--- src/rtl/xlock_key_loader.sv ---
// Beat-serial key loader with atomic commit and XOR key-gate on a 1-cycle registered data path.
// Optional even-parity check on key beats when XLOCK_KEY_PARITY_EN is defined.
module xlock_key_loader #(
  parameter int KEY_W   = 64,
  parameter int SHIFT_W = 8,
  parameter int DATA_W  = 32
) (
  input  logic               clk,
  input  logic               rst_n,
  input  logic               key_valid,
  output logic               key_ready,
  input  logic [SHIFT_W-1:0] key_data,
  input  logic               key_last,
`ifdef XLOCK_KEY_PARITY_EN
  input  logic               key_par,
`endif
  input  logic               key_clear,
  input  logic               din_valid,
  input  logic [DATA_W-1:0]  din,
  output logic               dout_valid,
  output logic [DATA_W-1:0]  dout,
  output logic               key_armed,
  output logic               key_err
);

  localparam int BEATS = KEY_W / SHIFT_W;
  localparam int BW    = ($clog2(BEATS) + 1 < 4) ? 4 : $clog2(BEATS) + 1;
  localparam logic [BW-1:0] LAST_BEAT = BW'(BEATS - 1);

  typedef enum logic [1:0] {EMPTY, LOADING, ARMED, ERR} state_t;

  state_t            state, nstate;
  logic [KEY_W-1:0]  shadow, active_key, merged;
  logic [BW-1:0]     bcnt;
  logic [DATA_W-1:0] mask;
  logic              acc, at_last, perr, ferr, bad, commit;

  always_comb begin
    acc     = key_valid && key_ready;
    at_last = (bcnt == LAST_BEAT);
`ifdef XLOCK_KEY_PARITY_EN
    perr    = acc && ((^key_data) != key_par);
`else
    perr    = 1'b0;
`endif
    ferr    = acc && (key_last != at_last);
    bad     = perr || ferr;
    commit  = acc && at_last && key_last && !perr;
    merged  = shadow;
    merged[int'(bcnt)*SHIFT_W +: SHIFT_W] = key_data;
  end

  always_ff @(posedge clk) begin
    if (!rst_n) state <= EMPTY;
    else        state <= nstate;
  end

  // key_clear outranks any beat in the same cycle; errors outrank commit
  always_comb begin
    nstate = state;
    if (key_clear)                   nstate = EMPTY;
    else if (bad)                    nstate = ERR;
    else if (commit)                 nstate = ARMED;
    else if (acc && state == EMPTY)  nstate = LOADING;
  end

  always_comb begin
    key_ready = (state != ERR);
    key_armed = (state == ARMED);
    key_err   = (state == ERR);
  end

  always_ff @(posedge clk) begin
    if (!rst_n || key_clear || bad) begin
      shadow     <= '0;
      active_key <= '0;
      bcnt       <= '0;
    end else if (commit) begin
      shadow     <= merged;
      active_key <= merged;
      bcnt       <= '0;
    end else if (acc) begin
      shadow     <= merged;
      bcnt       <= bcnt + 1'b1;
    end
  end

  always_comb begin
    mask = '0;
    for (int i = 0; i < DATA_W; i++) mask[i] = active_key[i % KEY_W];
  end

  // Unarmed data is forced to zero so nothing leaks through the gate
  always_ff @(posedge clk) begin
    if (!rst_n) begin
      dout_valid <= 1'b0;
      dout       <= '0;
    end else if (key_armed && din_valid) begin
      dout_valid <= 1'b1;
      dout       <= din ^ mask;
    end else begin
      dout_valid <= 1'b0;
      dout       <= '0;
    end
  end

endmodule

--- config.mk ---
export PLATFORM = sky130hd
export DESIGN_NAME = xlock_key_loader
export DESIGN_NICKNAME = d
export VERILOG_FILES = /design/src/rtl/xlock_key_loader.sv
export SDC_FILE = /design/constraint.sdc
export NUM_CORES = 1
export LEC_CHECK = 0
export ABC_CLOCK_PERIOD_IN_PS = 5920
export BUFFER_PORTS_ARGS = -buffer_cell sky130_fd_sc_hd__buf_2
export CAP_MARGIN = 20
export CORE_MARGIN = 8
export CORE_UTILIZATION = 55
export DETAILED_ROUTE_END_ITERATION = 6
export GPL_TIMING_DRIVEN = 0
export PLACE_DENSITY = 0.79
export SLEW_MARGIN = 15
export SYNTH_ARGS = -nofsm -noshare
export SYNTH_HDL_FRONTEND = slang
export SYNTH_SLANG_ARGS = --single-unit
--- constraint.sdc ---
create_clock -name clk -period 5.92 [get_ports clk]
set_clock_uncertainty 0.15 [all_clocks]
set_input_delay 0.296 -clock clk [delete_from_list [all_inputs] [get_ports clk]]
set_output_delay 0.296 -clock clk [all_outputs]
set_load 0.02 [all_outputs]
==> flow_summary.yaml, run 1 <==
timing:
  max-slew-margin-rel_pct: 64.63
  fin_crit_sh_pct: 47.36
  worst_pin_slew_ps: 529.0
  grt_setup_unrepaired: "false"
  min_period_ps: 2804
  timing.fmax_ghz: 0.3567
  fin_setup_tns_ps: 0
  whs_ps: 8.144
  maxSlewViolCount: 0
  setup_viol: 0
  hold_viol_final: 0
cts:
  htreeDepth: 3
  cts_buffers: 9
  numClockSinks: 103
  cts_resized: 0
  cts-root-buf: "clkbuf_8"
  cts_tree: "yes"
  cts_buffer_depth: 2
  clkLatencyLatePin_ps: 380
  path_clk_slew_ps: 110
placement:
  dp_hpwl_um: 7259
  gp_congestion: 0.8652
  port_buffers: 81
  place_inst: 616
  dpl-instance-area_um2: 4831
critical_path:
  start_kind: "flop"
  endpoint_kind: "flop"
  crit_arrival_ps: 2910
  cp.required_ps: 6030
  worstPathMaxFanout: 10
  criticalPathCategory: "reg -> reg"
floorplanning:
  rows: 32
  die_area_um2: 10900
  fp.dieW_um: 104.4
  die_h_um: 104.4
  core_um2: 7647
  floorplan.initialDensity_pct: 56.20
  ios: 82
drt:
  drc_errors: 0
  vias: 3335
  detail_route.first_pass.iterations: 4
  detail_route.wl_per_cell_um: 15.16
  viasPerCell: 5.163
  drt-initial-drc-count: 144
  wl_um: 9792
  antenna_violating_nets_post_route: 0
logic_synthesis:
  synth_largest_area_cell: "dfxtp_1"
  synth_edf_count: 0
  synthTopCellsByCount: "dfxtp_1, nor2_1, mux2i_1"
  netlist_instances: 433
  synth_area_um2: 4298
  avgSynthCellArea_um2: 9.926
  synth.most_common_cell: "dfxtp_1"
  yosysWarnings: 0
  synth_seq_cells: 103
  synthDistinctLibCells: 32
  syn_nets: 485
  yosys.area.top_type_share_pct: 47.98
  ys_seq_area_share_pct: 47.98
  synth_area_leaders: "dfxtp_1, mux2i_1, xnor2_1, nor2_1, o2bb2ai_1"
  synthArstFlopShare_pct: 0
  ys.flop_type: "dfxtp_1"
status:
  status: "finished clean"
finish:
  final_nets: 591
  syn_to_final_growth_pct: 20.55
  diodes: 0
  stdcell_area_um2: 5181
  fin_cells: 646
  final_layout_size_suffix_gt1_share_pct: 22.98
power_and_ir_drop:
  powerDensity_nw_per_um2: 244.3
  power_uw: 1266
  ir_drop_mv: 0.1728
  leakagePower_uw: 0.002006
flow_run:
  drv_cap: 0
global_routing:
  grt_start_max_net_pins: 20
  overflow: 0
  track_usage_pct: 18.35
  grt_pass1_vias: 3404
  antenna_found_initial: 0
  grt_pass1_wl_um: 16450
worst_hold_path:
  hp-class: "in -> reg"
## logic make-up after synthesis
logic type | after synthesis | synth area share (%)
multiplexers | 54 | 12.58
adder cells (fa/ha/maj) | 6 | 1.747
AO/OA/AOI/OAI | 53 | 10.07
AND/OR/NAND/NOR | 151 | 16.62
XOR/XNOR | 36 | 7.336
buffers and inverters | 30 | 3.668
flip-flops | 103 | 47.98
## where the power goes
group / switching (µW) / internal, µW / total [µW]
Combinational: 56.3 / 45.7 / 102
Sequential: 2.70 / 697 / 699
Clock: 260 / 205 / 465
Total: 319 / 947 / 1270
## final cells by class
class / count / area, µm²
timing repair buffer: 95 / 545.5
multi-input combinational: 300 / 2078
sequential: 103 / 2062
clock inverter: 7 / 86.33
clock buffer: 9 / 123.9
buffer: 24 / 135.1
fill: 597 / 2466
tap: 102 / 127.6
inverter: 6 / 22.52
## flip-flops by register name, indices dropped and copies added, names as in the netlist
signal / flops
dout_valid: 1
state: 2
active_key: 32
bcnt: 4
dout: 32
shadow: 32
## routing by layer
metal,up-vias,share of wire [%],GRT usage (%)
li1,1673,-,-
met1,1566,44,22.42
met2,85,48,30.19
met3,11,6.5,4.585
met4,0,1.3,7.135
met5,-,0,0
## repair_timing
action,4_1_cts,5_1_grt
hold buffers,14,0
hold endpoints to repair,14,0
buffers inserted,0,0
## per-stage QoR
step	utilization (%)	setup slack, ps
6_report	67.75	3116
5_1_grt	67.75	2949
4_1_cts	67.75	3133
3_5_place_dp	63.17	3192
3_3_place_gp	63.17	3209
2_1_floorplan	-	3659
## critical path: stages (launching register included)
cell,delay [ps]
dfxtp_1,520
clkbuf_1,350
inv_1,140
ha_1,360
nor3_1,300
nand3_1,450
mux2i_1,320
o2bb2ai_1,100
## cells in the final DEF, fill, tap and decap left out
| cell type | synthesis | final |
|---|---|---|
| nand2_1 | 24 | 24 |
| o21ai_4 | 1 | 1 |
| mux2i_1 | 54 | 54 |
| nor3_1 | 1 | 1 |
| o2bb2ai_1 | 20 | 20 |
| nor2_1 | 73 | 73 |
| xor2_1 | 1 | 1 |
| nand4_1 | 2 | 2 |
| nand2b_1 | 1 | 1 |
| buf_6 | 2 | 2 |
| a21oi_1 | 13 | 13 |
| a211oi_1 | 6 | 6 |
| o21ai_0 | 2 | 2 |
| dfxtp_1 | 103 | 103 |
| or2_1 | 1 | 1 |
| clkbuf_8 | 0 | 9 |
| and4_1 | 4 | 4 |
| nor3_2 | 1 | 1 |
| ha_1 | 6 | 6 |
| a211oi_2 | 8 | 8 |
| buf_4 | 4 | 4 |
| and3b_1 | 1 | 1 |
| a31oi_1 | 1 | 1 |
| clkbuf_1 | 6 | 6 |
| inv_6 | 0 | 2 |
| and2_1 | 25 | 25 |
| clkinv_4 | 0 | 1 |
| nand3_1 | 2 | 2 |
| inv_1 | 6 | 6 |
| o21a_1 | 1 | 1 |
| inv_8 | 0 | 2 |
| bufinv_16 | 0 | 1 |
| nor2b_1 | 4 | 4 |
| a21boi_1 | 1 | 1 |
| xnor2_1 | 35 | 35 |
| and3_1 | 12 | 12 |
| dlygate4sd3_1 | 0 | 14 |
| buf_2 | 12 | 93 |
| clkinvlp_4 | 0 | 1 |
## worst paths after layout
path,start,end,slack (ps),depth (start not counted)
worst max register to register,bcnt[0]$_SDFFE_PP0P_,active_key[3]$_SDFFE_PP0P_,3120,7
worst max-delay path,bcnt[0]$_SDFFE_PP0P_,active_key[3]$_SDFFE_PP0P_,3120,7
worst min-delay path,din[1],dout[1]$_SDFF_PN0_,8,3
worst min register to register,shadow[5]$_SDFFE_PP0P_,shadow[5]$_SDFFE_PP0P_,310,2
(Power assumes the default switching activity.)
==> run 2: changes to the inputs <==
Settings changed: ABC_CLOCK_PERIOD_IN_PS 5920 to 2400, CORE_UTILIZATION 55 to 49, PLACE_DENSITY 0.79 to 0.75.
Clock period 5.92 ns to 2.4 ns, I/O delays scaled along.
==> flow_summary.yaml, run 2 (synthesized netlist as in run 1, its figures left out) <==
global_routing:
  met1_usage_pct: 18.88
  grt_start_max_net_pins: 18
  antenna_found_initial: 0
  grt_pass1_wl_um: 15840
  overflow: 0
  grt_util_met3_pct: 4.162
  use_met2_pct: 29.76
  grt_pass1_vias: 3404
  top_usage_layer: "met2"
  track_usage_pct: 16.98
drt:
  wl_um: 9934
  detail_route.wl_per_cell_um: 14.67
  detail_route.first_pass.iterations: 4
  drc_errors: 0
  drt-initial-drc-count: 197
  vias: 3377
  viasPerCell: 4.988
  antenna_violating_nets_post_route: 0
floorplanning:
  core_um2: 8593
  die_area_um2: 12020
  floorplan.initialDensity_pct: 50.01
  ios: 82
  fp.dieW_um: 109.7
  die_h_um: 109.7
  rows: 34
timing:
  setup_viol: 0
  fin_crit_sh_pct: 96.29
  grt_setup_unrepaired: "true"
  min_period_ps: 2311
  maxSlewViolCount: 0
  hold_viol_final: 0
  timing.fmax_ghz: 0.4327
  whs_ps: 26.41
  worst_pin_slew_ps: 545.4
  max-slew-margin-rel_pct: 63.64
finish:
  final_common_cell: "dfxtp_1"
  final_nets: 616
  fillers: 727
  biggestRegsByFlops: "active_key x32, dout x32, shadow x32"
  syn_to_final_growth_pct: 27.07
  final_layout_size_suffix_gt1_share_pct: 23.55
  fin_cells: 677
  diodes: 0
  mostFrequentLayoutCells: "dfxtp_1, buf_2, nor2_1"
power_and_ir_drop:
  p_clk_share_pct: 35.5
  powerDensity_nw_per_um2: 572.7
  pwr-share-seq_pct: 55.1
  p_switching_uw: 767.3
  ir_drop_mv: 0.3107
  power_frac_comb_pct: 9.3
  leakagePower_uw: 0.002131
  sw_frac_of_total_pct: 24.53
  p_int_uw: 2361
cts:
  cts_tree: "yes"
  cts_buffers: 9
  cts-root-buf: "clkbuf_8"
  htreeDepth: 3
  numClockSinks: 103
  clkLatencyLatePin_ps: 380
  cts_buffer_depth: 2
  path_clk_slew_ps: 100
placement:
  place_inst: 622
  gp_congestion: 0.8920
  dp_hpwl_um: 7037
  port_buffers: 81
critical_path:
  endpoint_kind: "flop"
  worstPathMaxFanout: 10
  criticalPathCategory: "reg -> reg"
  cp.required_ps: 2510
  r2r_start: "bcnt[0]$_SDFFE_PP0P_"
  start_kind: "flop"
  crit_arrival_ps: 2420
  crit_start: "bcnt[0]$_SDFFE_PP0P_"
status:
  status: "finished clean"
worst_hold_path:
  hp-class: "in -> reg"
  min_from: "key_data[6]"
flow_run:
  drv_cap: 0
-- run 2: cell count changes in the layout (fill, tap and decap cells not counted), sizes merged --
cell | before | now
dlygate4sd3 | 14 | 37
buf | 99 | 103
inv | 10 | 8
-- run 2: final timing paths --
path / endpoint / slack, ps / cells after the start
setup reg to reg: active_key[18]$_SDFFE_PP0P_ / 90 / 8
hold reg to reg: shadow[6]$_SDFFE_PP0P_ / 310 / 2
setup / recovery: active_key[18]$_SDFFE_PP0P_ / 90 / 8
hold / removal: shadow[6]$_SDFFE_PP0P_ / 30 / 4
-- run 2: what timing repair did --
item / 4_1_cts / 5_1_grt
setup endpoints to repair: 64 / 64
resized for setup: 4 / 7
endpoints found under the hold margin: 38 / 0
buffers inserted: 0 / 3
hold buffers: 37 / 0
pin swaps: 0 / 2
cloned: 0 / 0
-- run 2: cell type report --
type | count | area, µm² | share of cell area (%)
clock buffer | 11 | 131.4 | 2.405
sequential | 103 | 2066 | 37.82
inverter | 6 | 22.52 | 0.4124
timing repair buffer | 121 | 798.3 | 14.62
multi-input combinational | 300 | 2110 | 38.63
buffer | 23 | 132.6 | 2.428
clock inverter | 5 | 66.31 | 1.214
tap | 108 | 135.1 | 2.474
-- run 2: metal layers --
metal  vias to the layer above  part of all wire, %
li1                       1722                    -
met2                        77                   49
met1                      1562                   42
met3                        16                  6.2
met4                         0                  2.2
met5                         -                    0
-- run 2: power groups by stage --
| stage | registers (µW) | logic [µW] | clock network, µW |
|---|---|---|---|
| floorplan | 1770 | 138 | 0 |
| global placement | 1760 | 227 | 0 |
| detailed placement | 1760 | 232 | 0 |
| CTS | 1720 | 279 | 1140 |
| global route | 1730 | 320 | 1190 |
| finish | 1720 | 292 | 1110 |
-- run 2: worst max-delay path, cell delays in order, from the launching register on --
cell and delay, ps:
dfxtp_4 420, clkbuf_2 220, inv_1 100, ha_1 260, xnor2_2 250, and3_1 220
buf_6 170, mux2i_1 310, a211oi_2 110
-- run 2: metrics by stage --
stage | utilization (%) | area, µm² | total power, µW | setup TNS (ps) | setup slack (ps)
6_report | 63.56 | 5461 | 3128 | 0 | 89.03
5_1_grt | 63.56 | 5461 | 3240 | -522.5 | -47.03
4_1_cts | 63.00 | 5414 | 3143 | 0 | 25.33
3_5_place_dp | 56.30 | 4838 | 1997 | -9046 | -314.0
3_3_place_gp | 56.30 | 4838 | 1991 | -10060 | -328.1
2_1_floorplan | - | 4298 | 1906 | 0 | 139.3
==> run 3: changes to the inputs <==
Settings changed: MAX_ROUTING_LAYER set to met4.
==> flow_summary.yaml, run 3 (synthesized netlist as in run 1, its figures left out) <==
placement:
  port_buffers: 81
  post-place-ws_ps: -314.0
  gp_congestion: 0.9070
  dp_hpwl_um: 7037
critical_path:
  endpoint_kind: "flop"
  crit_start: "bcnt[0]$_SDFFE_PP0P_"
  crit_arrival_ps: 2420
  criticalPathCategory: "reg -> reg"
  r2r_start: "bcnt[0]$_SDFFE_PP0P_"
  start_kind: "flop"
  path_delay_family: "buffers and inverters"
  worstPathMaxFanout: 10
  cp.required_ps: 2520
  crit_chain: "clkbuf_2 > inv_1 > ha_1 > xnor2_2 > and3_1 > buf_6 > mux2i_1 > a211oi_2"
  crit_buf_inv: 3
  slowest_delay_ps: 420
  cpMaxStageDelayCell: "dfxtp_4"
power_and_ir_drop:
  leakagePower_uw: 0.002131
  power_uw: 3131
  ir_drop_mv: 0.3130
  powerDensity_nw_per_um2: 573.2
drt:
  viasPerCell: 4.973
  vias: 3367
  drt-initial-drc-count: 215
  detail_route.wl_per_cell_um: 14.67
  drc_errors: 0
  antenna_violating_nets_post_route: 0
  wl_um: 9934
  detail_route.first_pass.iterations: 4
cts:
  htreeDepth: 3
  numClockSinks: 103
  path_clk_slew_ps: 100
  clkLatencyLatePin_ps: 380
  cts_buffers: 9
  cts_buffer_depth: 2
  cts-root-buf: "clkbuf_8"
  cts_tree: "yes"
timing:
  fin_crit_sh_pct: 95.96
  maxSlewViolCount: 0
  final.setup.worst_slack_ps: 96.84
  hold_viol_final: 0
  max-slew-margin-rel_pct: 63.60
  min_period_ps: 2303
  fin_setup_tns_ps: 0
  setup_viol: 0
  timing.fmax_ghz: 0.4342
  grt_setup_unrepaired: "true"
  worst_pin_slew_ps: 546.0
status:
  status: "finished clean"
global_routing:
  overflow: 0
  grt_pass1_wl_um: 15860
  antenna_found_initial: 0
  track_usage_pct: 17.51
  grt_start_max_net_pins: 18
  grt_pass1_vias: 3408
flow_run:
  drv_cap: 0
finish:
  biggestRegsByFlops: "active_key x32, dout x32, shadow x32"
  diodes: 0
  final_common_cell: "dfxtp_1"
  syn_to_final_growth_pct: 27.07
  mostFrequentLayoutCells: "dfxtp_1, buf_2, nor2_1"
  final_nets: 616
  fillers: 727
  final_layout_size_suffix_gt1_share_pct: 23.55
worst_hold_path:
  hp-class: "in -> reg"
  min_from: "key_data[7]"
floorplanning:
  floorplan.initialDensity_pct: 50.01
  core_um2: 8593
  ios: 82
  die_h_um: 109.7
  die_area_um2: 12020
  rows: 34
  fp.dieW_um: 109.7
==> run 3: cell counts in the layout (fill, tap and decap cells not counted) <==
No cell type changed its count.
==> run 3: repair_timing <==
action                                  in CTS  in global routing
pin swaps                                    0                  2
cloned                                       0                  0
endpoints found under the hold margin       38                  0
hold buffers                                37                  0
buffers inserted                             0                  3
endpoints found under the setup margin      64                 64
gates resized for setup                      4                  7
==> run 3: layout make-up <==
cell class              instances  area (µm²)  share of cell area (%)
flip-flops and latches        103        2066                   37.82
repair buffers                121       798.3                   14.62
multi-input cells             300        2110                   38.63
clock buffers                  11       131.4                   2.405
clock inverters                 5       66.31                   1.214
plain buffers                  23       132.6                   2.428
inverters                       6       22.52                  0.4124
well taps                     108       135.1                   2.474
==> run 3: power by group <==
group          total (µW)  leakage (µW)  internal [µW]  switching [µW]
clock                1110     0.0000961            496             618
sequential           1720      0.000831           1720            7.21
combinational         292       0.00120            147             145
total                3130       0.00213           2360             770
==> run 3: final timing paths <==
path,end,slack (ps),depth (start not counted)
setup reg to reg,active_key[18]$_SDFFE_PP0P_,100,8
setup / recovery,active_key[18]$_SDFFE_PP0P_,100,8
hold reg to reg,shadow[6]$_SDFFE_PP0P_,310,2
hold / removal,shadow[7]$_SDFFE_PP0P_,20,4
==> run 3: per-layer routing <==
layer  share of wire [%]  global-route usage, %  wire length, µm
met1                  43                  19.09             4275
met5                   0                      -                0
met4                 2.4                  8.197              235
met2                  49                  29.72             4869
met3                 5.6                  3.927              553
==> run 3: worst register-to-register path, stage by stage (launching register included) <==
cell,delay (ps)
dfxtp_4,420
clkbuf_2,210
inv_1,100
ha_1,260
xnor2_2,250
and3_1,220
buf_6,170
mux2i_1,310
a211oi_2,110
==> run 3: per-stage QoR <==
step                std cells  instance area (µm²)  util [%]  hold WS (ps)
finish                    677                 5461     63.56         21.91
global route              677                 5461     63.56         35.34
global placement          622                 4838     56.30         206.3
detailed placement        622                 4838     56.30         212.3
floorplan                 433                 4298         -         106.8
CTS                       674                 5414     63.00         10.22
